$ cat src/rtl/uart_pkg.sv
// Shared definitions for the UART transmit engine: FSM state encoding,
// framing constants and the baud divider computation.
// Optional feature macro: UART_TX_PARITY_EN (adds the even-parity state).
package uart_pkg;

    localparam logic START_BIT = 1'b0;
    localparam logic STOP_BIT  = 1'b1;
    localparam int   DATA_BITS = 8;

`ifdef UART_TX_PARITY_EN
    typedef enum logic [2:0] {
        ST_IDLE   = 3'd0,
        ST_START  = 3'd1,
        ST_DATA   = 3'd2,
        ST_STOP   = 3'd3,
        ST_PARITY = 3'd4
    } tx_state_t;
`else
    typedef enum logic [2:0] {
        ST_IDLE  = 3'd0,
        ST_START = 3'd1,
        ST_DATA  = 3'd2,
        ST_STOP  = 3'd3
    } tx_state_t;
`endif

    // Clock cycles per bit, truncated.
    function automatic int calc_div(input int clk_hz, input int baud);
        return clk_hz / baud;
    endfunction

endpackage

$ cat src/rtl/uart_tx_fifo.sv
// Byte FIFO feeding the transmit FSM. First-word fall-through read port:
// dout always shows the oldest byte while count is non-zero.
module uart_tx_fifo #(
    parameter int DEPTH = 16
) (
    input  logic                     CLOCK_50,
    input  logic                     reset,
    input  logic                     push,
    input  logic                     pop,
    input  logic [7:0]               din,
    output logic [7:0]               dout,
    output logic [$clog2(DEPTH):0]   count,
    output logic                     full
);

    localparam int AW = $clog2(DEPTH);

    logic [7:0]    mem [DEPTH];
    logic [AW-1:0] wr_ptr;
    logic [AW-1:0] rd_ptr;
    logic          do_push;
    logic          do_pop;

    // A push while full only lands when a pop frees a slot on the same edge.
    assign full    = (count == (AW+1)'(DEPTH));
    assign do_push = push && (!full || pop);
    assign do_pop  = pop && (count != '0);
    assign dout    = mem[rd_ptr];

    // Storage array, no reset needed.
    always_ff @(posedge CLOCK_50) begin
        if (do_push) mem[wr_ptr] <= din;
    end

    // Pointers wrap naturally at DEPTH (power of two); count tracks occupancy.
    always_ff @(posedge CLOCK_50 or posedge reset) begin
        if (reset) begin
            wr_ptr <= '0;
            rd_ptr <= '0;
            count  <= '0;
        end else begin
            if (do_push) wr_ptr <= wr_ptr + 1'b1;
            if (do_pop)  rd_ptr <= rd_ptr + 1'b1;
            case ({do_push, do_pop})
                2'b10:   count <= count + 1'b1;
                2'b01:   count <= count - 1'b1;
                default: count <= count;
            endcase
        end
    end

endmodule

$ cat src/rtl/uart_tx_engine.sv
// UART transmitter: byte FIFO, baud counter, shift register and framing FSM.
// Frame: start(0), 8 data bits LSB first, [even parity], stop(1).
// Optional feature macro: UART_TX_PARITY_EN.
import uart_pkg::*;

module uart_tx_engine #(
    parameter int CLK_HZ     = 50000000,
    parameter int BAUD       = 115200,
    parameter int FIFO_DEPTH = 16
) (
    input  logic       CLOCK_50,
    input  logic       reset,
    input  logic [7:0] in,
    input  logic       send_flag,
    output logic       UART_TX,
    output logic       busy,
    output logic       fifo_full,
    output logic       overflow,
    output logic       tx_done,
    output tx_state_t  fsm_state
);

    localparam int            DIV      = calc_div(CLK_HZ, BAUD);
    localparam int            CW       = $clog2(DIV);
    localparam logic [CW-1:0] DIV_M1   = CW'(DIV - 1);
    localparam logic [2:0]    LAST_BIT = 3'(DATA_BITS - 1);
    localparam int            FAW      = $clog2(FIFO_DEPTH);

    // Handshake: send_flag is a valid with no ready. Every cycle it is high
    // pushes one byte; when fifo_full is high and the FSM does not pop on
    // that same edge, the byte is dropped and overflow latches.

    tx_state_t     state;
    tx_state_t     state_n;
    logic [CW-1:0] baud_cnt;
    logic [2:0]    bit_idx;
    logic [7:0]    shift_q;
    logic          bit_end;
    logic          fifo_pop;
    logic          load;
    logic          line_n;
    logic          drop;
    logic [7:0]    fifo_dout;
    logic [FAW:0]  fifo_count;
`ifdef UART_TX_PARITY_EN
    logic          par_q;
`endif

    uart_tx_fifo #(.DEPTH(FIFO_DEPTH)) u_fifo (
        .CLOCK_50 (CLOCK_50),
        .reset    (reset),
        .push     (send_flag),
        .pop      (fifo_pop),
        .din      (in),
        .dout     (fifo_dout),
        .count    (fifo_count),
        .full     (fifo_full)
    );

    assign bit_end   = (baud_cnt == '0);
    assign drop      = send_flag && fifo_full && !fifo_pop;
    assign fsm_state = state;
    // tx_done covers the final stop-bit cycle still on the line after the FSM returns to IDLE.
    assign busy      = (state != ST_IDLE) || (fifo_count != '0) || tx_done;

    // State register.
    always_ff @(posedge CLOCK_50 or posedge reset) begin
        if (reset) state <= ST_IDLE;
        else       state <= state_n;
    end

    // Next state, FIFO pop and the line level for the current bit.
    always_comb begin
        state_n  = state;
        fifo_pop = 1'b0;
        load     = 1'b0;
        line_n   = STOP_BIT;
        case (state)
            ST_IDLE: begin
                if (fifo_count != '0) begin
                    fifo_pop = 1'b1;
                    load     = 1'b1;
                    state_n  = ST_START;
                end
            end
            ST_START: begin
                line_n = START_BIT;
                if (bit_end) state_n = ST_DATA;
            end
            ST_DATA: begin
                line_n = shift_q[0];
                if (bit_end && bit_idx == LAST_BIT) begin
`ifdef UART_TX_PARITY_EN
                    state_n = ST_PARITY;
`else
                    state_n = ST_STOP;
`endif
                end
            end
`ifdef UART_TX_PARITY_EN
            ST_PARITY: begin
                line_n = par_q;
                if (bit_end) state_n = ST_STOP;
            end
`endif
            ST_STOP: begin
                line_n = STOP_BIT;
                if (bit_end) begin
                    // Chain straight into the next start bit when a byte is waiting.
                    if (fifo_count != '0) begin
                        fifo_pop = 1'b1;
                        load     = 1'b1;
                        state_n  = ST_START;
                    end else begin
                        state_n = ST_IDLE;
                    end
                end
            end
            default: state_n = ST_IDLE;
        endcase
    end

    // Baud counter, shift register, registered line and status flags.
    always_ff @(posedge CLOCK_50 or posedge reset) begin
        if (reset) begin
            baud_cnt <= '0;
            bit_idx  <= '0;
            shift_q  <= '0;
            UART_TX  <= STOP_BIT;
            tx_done  <= 1'b0;
            overflow <= 1'b0;
`ifdef UART_TX_PARITY_EN
            par_q    <= 1'b0;
`endif
        end else begin
            UART_TX <= line_n;
            tx_done <= (state == ST_STOP) && bit_end;
            if (drop) overflow <= 1'b1;
            if (load) begin
                baud_cnt <= DIV_M1;
                bit_idx  <= '0;
                shift_q  <= fifo_dout;
`ifdef UART_TX_PARITY_EN
                par_q    <= ^fifo_dout;
`endif
            end else if (state != ST_IDLE) begin
                if (bit_end) begin
                    baud_cnt <= DIV_M1;
                    if (state == ST_DATA) begin
                        shift_q <= shift_q >> 1;
                        bit_idx <= bit_idx + 3'd1;
                    end
                end else begin
                    baud_cnt <= baud_cnt - CW'(1);
                end
            end
        end
    end

endmodule
$ cat config.mk
export PLATFORM = sky130hd
export DESIGN_NAME = uart_tx_engine
export DESIGN_NICKNAME = d
export VERILOG_FILES = /design/src/rtl/uart_pkg.sv /design/src/rtl/uart_tx_fifo.sv /design/src/rtl/uart_tx_engine.sv
export SDC_FILE = /design/constraint.sdc
export NUM_CORES = 1
export LEC_CHECK = 0
export CAP_MARGIN = 20
export CORE_AREA = 2 2 81 160
export DETAILED_ROUTE_END_ITERATION = 10
export DIE_AREA = 0 0 83 162
export PLACE_DENSITY = 0.76
export SLEW_MARGIN = 25
export SYNTH_ARGS = -nofsm -noshare
export SYNTH_HDL_FRONTEND = slang
export SYNTH_SLANG_ARGS = --single-unit
$ cat constraint.sdc
create_clock -name CLOCK_50 -period 5.6 [get_ports CLOCK_50]
set_clock_uncertainty 0.05 [all_clocks]
set_input_delay 0.56 -clock CLOCK_50 [delete_from_list [all_inputs] [get_ports CLOCK_50]]
set_output_delay 0.56 -clock CLOCK_50 [all_outputs]
set_load 0.005 [all_outputs]
**Word level (Yosys, flattened, before mapping)**

Memory sizes are Yosys's and may differ from the RTL's.
Index checks and enable logic that the tools add are counted.

- Register bits: 39
- Bits in writable memories: 128
- Bits of input ports: 11
- Output and inout port bits: 8
- Word-level logic and storage cells: 73
- Memories: 1

Memories:

| name | depth | bits a word | read ports | clocked after Yosys merged registers in | write ports | RTL line | text |
|---|---|---|---|---|---|---|---|
| u_fifo.mem | 16 | 8 | 1 | 0 | 1 | uart_tx_fifo.sv:18 | `logic [7:0] mem [DEPTH];` |

- Add/subtract/negate cells: 6
- Equality and inequality tests: 11
- Muxes and demuxes: 24
- Reduce and logical (&&, ||, !) cells: 21

Operators by type and width:

| operator | count |
|---|---|
| $mux 8 | 4 |
| $mux 9 | 3 |
| $mux 3 | 8 |
| $pmux 3 s4 | 1 |
| $pmux 5 s2 | 1 |
| $logic_not 9->1 | 1 |
| $sub 9x1->9 const B | 1 |
| $add 4x1->4 const B | 2 |
| $ne 2x2->1 const B | 4 |
| $reduce_bool 2->1 | 4 |
| $eq 3x2->1 const B | 2 |
| $logic_and 1x1->1 | 6 |
| $add 5x1->5 const B | 1 |
| $eq 5x5->1 const B | 1 |
| $mux 1 | 5 |
| $reduce_bool 5->1 | 1 |
| $sub 5x1->5 const B | 1 |
| $pmux 1 s2 | 2 |
| $reduce_and 4->1 | 1 |
| $add 3x1->3 const B | 1 |
| $eq 3x1->1 const B | 1 |
| $eq 3x3->1 const B | 1 |
| $logic_not 3->1 | 1 |
| $logic_or 1x1->1 | 3 |
| 5 further kinds | 6 |

**Logic depth before layout (Yosys ltp)**

- Word-level depth: 8
- Mapped depth: 15
- Depth with buffers taken out: 14

**Modules after synthesis**

Synthesis repeated with hierarchy kept, for this count alone.

- Cell total of the unflattened synthesis: 447
- Area total of the unflattened synthesis: 7184.4 µm²

Modules (own cells, without submodules):

| module | times used | cells an instance | area an instance (µm²) | seq. area each (µm²) |
|---|---|---|---|---|
| uart_tx_fifo | 1 | 321 | 5771.8 | 4169.0 |
| uart_tx_engine | 1 | 126 | 1412.6 | 626.9 |

**Least setup slack after synthesis**

No wires, ideal clock.

- Path kind: register -> register
- Start: reg baud_cnt[0]
- End: reg u_fifo.count[4]
- Setup time: 80 ps
- Data arrival time: 2946 ps
- Required time: 5470 ps
- Path slack: 2524 ps
- Stages on the path, launching flop included: 16
- Buffers on the path: 2
- Period minus slack after synthesis: 3076 ps
- Cells stage by stage: dfrtp_1 -> inv_1 -> ha_1 -> nor4b_2 -> a31oi_2 -> nor2_2 -> buf_2 -> ha_1 -> clkbuf_1 -> xor2_1 -> ha_1 -> o21a_1 -> o21ai_0 -> nand3b_1 -> a21oi_1 -> xnor2_1

- Elaborated cells between the ends (all ways): 10
- Those cells by class: eq/ne (2); mux (3); reduce/logical (5)

RTL lines:

| element | RTL line | text |
|---|---|---|
| from (decl) | uart_tx_engine.sv:35 | `logic [CW-1:0] baud_cnt;` |
| from (signal assigned) | uart_tx_engine.sv:154 | `baud_cnt <= baud_cnt - CW'(1);` |
| $logic_not 9->1 * | uart_tx_engine.sv:60 | `assign bit_end = (baud_cnt == '0);` |
| $mux 1 * | uart_tx_engine.sv:108 | `if (bit_end) begin` |
| $pmux 1 s2 * | uart_tx_engine.sv:78 | `case (state)` |
| $logic_and 1x1->1 * | uart_tx_fifo.sv:27 | `assign do_pop = pop && (count != '0);` |
| via u_fifo.do_pop | uart_tx_fifo.sv:22 | `logic do_pop;` |
| $eq 2x1->1 or $eq 2x2->1 (tied branches) | uart_tx_fifo.sv:44 | `case ({do_push, do_pop})` |
| $pmux 5 s2 or $reduce_bool 2->1 (tied branches) | n/a |  |
| to (signal assigned) | uart_tx_fifo.sv:45 | `2'b10: count <= count + 1'b1;` |
| to (signal assigned) | uart_tx_fifo.sv:46 | `2'b01: count <= count - 1'b1;` |
| to (signal assigned) | uart_tx_fifo.sv:47 | `default: count <= count;` |
| to (decl) | uart_tx_fifo.sv:12 | `output logic [$clog2(DEPTH):0] count,` |

Mark *: on every way through the listed nets, which the timed path passes. The rest lies on a longest branch.
A chain may end at the register's enable or synchronous reset.

**Worst setup path after layout**

- Start: reg baud_cnt[0]
- End: reg u_fifo.count[4]

- Word-level cells in the longest chain between the ends: 7
- Elaborated cells between the ends (all ways): 10
- Those cells by class: eq/ne (2); mux (3); reduce/logical (5)

Ends and longest elaborated chain:

| element | RTL line | text |
|---|---|---|
| $logic_not 9->1 * | uart_tx_engine.sv:60 |  |
| $mux 1 * | uart_tx_engine.sv:108 |  |
| $pmux 1 s2 * | uart_tx_engine.sv:78 |  |
| $logic_or 1x1->1 | uart_tx_fifo.sv:26 | `assign do_push = push && (!full \|\| pop);` |
| $logic_and 1x1->1 | uart_tx_fifo.sv:26 |  |
| $eq 2x1->1 or $eq 2x2->1 (tied branches) | uart_tx_fifo.sv:44 |  |
| $pmux 5 s2 or $reduce_bool 2->1 (tied branches) | n/a |  |

Mark *: on every way between the ends. The rest lies on a longest branch, timed or not.

==> impl_metrics.toml <==
[status]
run_status = "completed"

[routing]
drcViolationCount = 0
viasPerCell = 6.05
drt_iter0_markers = 200
drt.antenna.violating_nets = 0
drtPass1Iterations = 4
wl_per_cell_um = 21.7
drt_wl_total_um = 13300
via_count = 3715

[final_layout]
antennaDiodeCount = 0
areaGrowthSynthToFinish_pct = 12.8
number_of_nets_at_the_end_of_the_flow = 484
layoutNonFillerInstCount = 614
final_layout_size_suffix_gt1_share_pct = 22.1
finalCoreUtilization_pct = 66.2

[floorplan]
ioPinCount = 19
die_x_um = 83
core_footprint_sq_um = 12200
floorplan.initialDensity_pct = 58.7
dieArea_sq_um = 13400
std_cell_rows = 57
die_height_um = 162

[worst_hold_path]
hp-class = "reg2reg"
hold_path_depth = 2
min_from = "shift_q[0]"
worst_hold_path.endpoint = "UART_TX"

[sta]
finalSetupViolations = 0
layout_worst_path_cycle_share_pct = 58.7
max_slew_margin_pct = 34.5
report.final.hold_viol_count = 0
max_freq_ghz = 0.304
drv_slew = 0
fin_crit_ps = 3290
timing.final.ws_setup_ps = 2310
worst_pin_slew_ps = 979
timing.setup.tns_ps = 0
final.hold.worst_slack_ps = 444
grt_setup_unrepaired = "false"

[global_route]
grt_max_degree = 39
grt_pass1_wl_um = 21200
gr-usage-all-layers_pct = 21.3
total_overflow_reported_by_the_global_router = 0
grt_pass1_vias = 3928
initial_antenna_violation_count = 0

[worst_setup_path]
cp.required_ps = 5890
arrival_time_of_data_at_the_critical_path_endpoint_ps = 3580
cpPeakStageDelay_ps = 440
critical_path.reg2reg.startpoint = "baud_cnt[0]"
r2r_cells = 14
cp_slowest_cell = "sky130_fd_sc_hd__dfrtp_1"
timing.critical_path.from_type = "register"
worst_setup_path_end_kind = "register"
worstPathCellList = "inv_1, ha_1, nor4b_2, a31oi_2, o21ai_4, nand2_4, ha_1, xor2_1, ha_1, o21a_1, o21ai_0, nand3b_1, a21oi_1, xnor2_1"
worstPathMaxFanout = 9
cell_with_the_most_instances_on_the_worst_path = "sky130_fd_sc_hd__ha_1"
cp_num_buf_inv = 1
r2r_end = "u_fifo.count[4]"
critical_path.top_delay_family = "compound AO/OA/AOI/OAI gates"
r2r_setup_slack_ps = 2310
critical_path_class = "reg2reg"

[logic_synthesis]
synth.ff_latch_count = 166
synth-warning-count = 0
synth.lib_cells_used.distinct = 59
ys_async_sr_fraction_pct = 22.9
synth.yosys.seq_area_share_pct = 67.0
synth-edff-count = 128
synth_nets = 464
avgSynthCellArea_sq_um = 16.4
postSynth.topFlopCell = "sky130_fd_sc_hd__edfxtp_1"
netlist_instances = 436
synth_area_sq_um = 7160

[clocking]
clock_tree_from_tritoncts = "built"
clock_sinks = 166
worstSkewPairLatency_ps = 420
ctsHtreeMaxLevel = 4
cts_post_setup_buffers_inserted = 0
holdBufCountCts = 0
cts_resized = 0
tritoncts.num_buffers = 17
clk_pin_slew_ps = 60
clock_path_buffers = 2
clk_root_buffer_cell = "sky130_fd_sc_hd__clkbuf_16"

[placed_design]
place.gp.congestion = 0.924
dpl.hpwl_um = 9300
pre_cts_slack_ps = 2290
io_buffers = 17
placed_cell_count = 584

[pwr]
p_per_area_nw_per_um2 = 383
peak_ir_drop_on_the_vdd_network_v = 0.000331
leakage_nw = 2.84

[job]
drv_cap = 0
## synthesized netlist by cell type (all sizes together) (2+ instances only)
| cell | number | area (sq um) |
|---|---|---|
| nor2 | 23 | 91.3 |
| a21oi | 5 | 25.0 |
| a2111oi | 5 | 57.6 |
| dfrtp | 37 | 926 |
| buf | 12 | 76.3 |
| clkbuf | 11 | 41.3 |
| and3 | 4 | 27.5 |
| xnor2 | 12 | 105 |
| a31oi | 2 | 18.8 |
| nor4 | 3 | 46.3 |
| mux2 | 4 | 48.8 |
| mux4 | 32 | 721 |
| nand2 | 34 | 135 |
| nand3b | 2 | 15.0 |
| nor2b | 4 | 25.0 |
| nor3 | 6 | 30.0 |
| inv | 12 | 45.0 |
| ha | 17 | 213 |
| edfxtp | 128 | 3840 |
| nand3 | 6 | 30.0 |
| o21bai | 2 | 15.0 |
| or2 | 3 | 18.8 |
| xor2 | 8 | 70.1 |
| and2 | 2 | 13.8 |
| a22oi | 15 | 113 |
| mux2i | 11 | 110 |
| or3 | 2 | 12.5 |
| nand2b | 2 | 15.0 |
| o21ai | 17 | 123 |
## power breakdown
| group | switching (W) | leakage, nW | internal, W |
|---|---|---|---|
| logic | 0.000196 | 0.925 | 0.000137 |
| clock network | 0.000472 | 0.302 | 0.000749 |
| registers | 0.0000808 | 1.61 | 0.00146 |
| total | 0.000749 | 2.84 | 0.00235 |
## sequential cells by signal, indices dropped and copies added (netlist names), 2 cells and up
signal / cells
baud_cnt: 9
u_fifo.rd_ptr: 4
fsm_state: 2
u_fifo.wr_ptr: 4
shift_q: 8
u_fifo.count: 5
u_fifo.mem: 128
bit_idx: 3
## how the worst max path moves through the flow
stage,start,end,slack (ps),cells after the start
2_1_floorplan,baud_cnt[0],u_fifo.count[4],2520,15
5_1_grt,baud_cnt[0],u_fifo.count[4],1940,14
4_1_cts,baud_cnt[0],u_fifo.count[4],2290,14
3_3_place_gp,baud_cnt[0],u_fifo.count[4],2450,14
3_5_place_dp,baud_cnt[0],u_fifo.count[4],2290,14
6_report,baud_cnt[0],u_fifo.count[4],2310,14
## cells by family (layout without fill, tap and decap cells)
| family | Yosys count | after routing | share of synthesized area (%) |
|---|---|---|---|
| DFF | 166 | 166 | 67.0 |
| and+or+nand+nor | 96 | 96 | 7.08 |
| xor gates and xnor gates | 20 | 20 | 2.45 |
| buffers and inverters | 35 | 66 | 2.27 |
| muxes | 47 | 47 | 12.3 |
| other | 1 | 1 | 0.0524 |
| AOI/OAI and AO/OA | 54 | 54 | 5.91 |
| adders and majority gates | 17 | 17 | 2.97 |
## worst register-to-register path, cell delays in order (launching register included)
cell	delay, ps
sky130_fd_sc_hd__dfrtp_1	440
sky130_fd_sc_hd__inv_1	110
sky130_fd_sc_hd__ha_1	160
sky130_fd_sc_hd__nor4b_2	380
sky130_fd_sc_hd__a31oi_2	200
sky130_fd_sc_hd__o21ai_4	310
sky130_fd_sc_hd__nand2_4	110
sky130_fd_sc_hd__ha_1	320
sky130_fd_sc_hd__xor2_1	180
sky130_fd_sc_hd__ha_1	230
sky130_fd_sc_hd__o21a_1	170
sky130_fd_sc_hd__o21ai_0	160
sky130_fd_sc_hd__nand3b_1	100
sky130_fd_sc_hd__a21oi_1	180
sky130_fd_sc_hd__xnor2_1	130
## per-stage QoR
stage | cell area [sq um] | total power [W]
2_1_floorplan | 7160 | 0.00179
3_3_place_gp | 7450 | 0.00188
3_5_place_dp | 7450 | 0.00190
4_1_cts | 8080 | 0.00311
5_1_grt | 8080 | 0.00321
6_report | 8080 | 0.00310
## area by class of cell
cell class              instances  area, sq um
repair buffers                 24          223
clock buffers                  17          425
multi-input cells             235         2210
flip-flops and latches        166         4800
well taps                     147          184
fillers                       801         4120
inverters                      12         45.0
clock inverters                13          196
## routing by layer
| metal | vias up | GRT usage (%) | share of wire, % |
|---|---|---|---|
| met2 | 81 | 39.3 | 58 |
| met5 | - | 0 | 0 |
| li1 | 1707 | - | - |
| met1 | 1894 | 22.9 | 36 |
| met3 | 33 | 4.22 | 2.4 |
| met4 | 0 | 10.5 | 3.3 |
## cells in the final DEF, fill, tap and decap left out, types with 11 or more instances in the layout
cell,Yosys,layout
sky130_fd_sc_hd__edfxtp_1,128,128
sky130_fd_sc_hd__dfrtp_1,37,36
sky130_fd_sc_hd__nand2_1,33,33
sky130_fd_sc_hd__mux4_2,32,32
sky130_fd_sc_hd__nor2_1,21,20
sky130_fd_sc_hd__ha_1,17,17
sky130_fd_sc_hd__clkbuf_16,0,17
sky130_fd_sc_hd__clkdlybuf4s50_1,0,17
sky130_fd_sc_hd__a22oi_1,15,15
sky130_fd_sc_hd__inv_1,12,12
sky130_fd_sc_hd__xnor2_1,12,12
sky130_fd_sc_hd__mux2i_1,11,11
(Power assumes the default switching activity.)
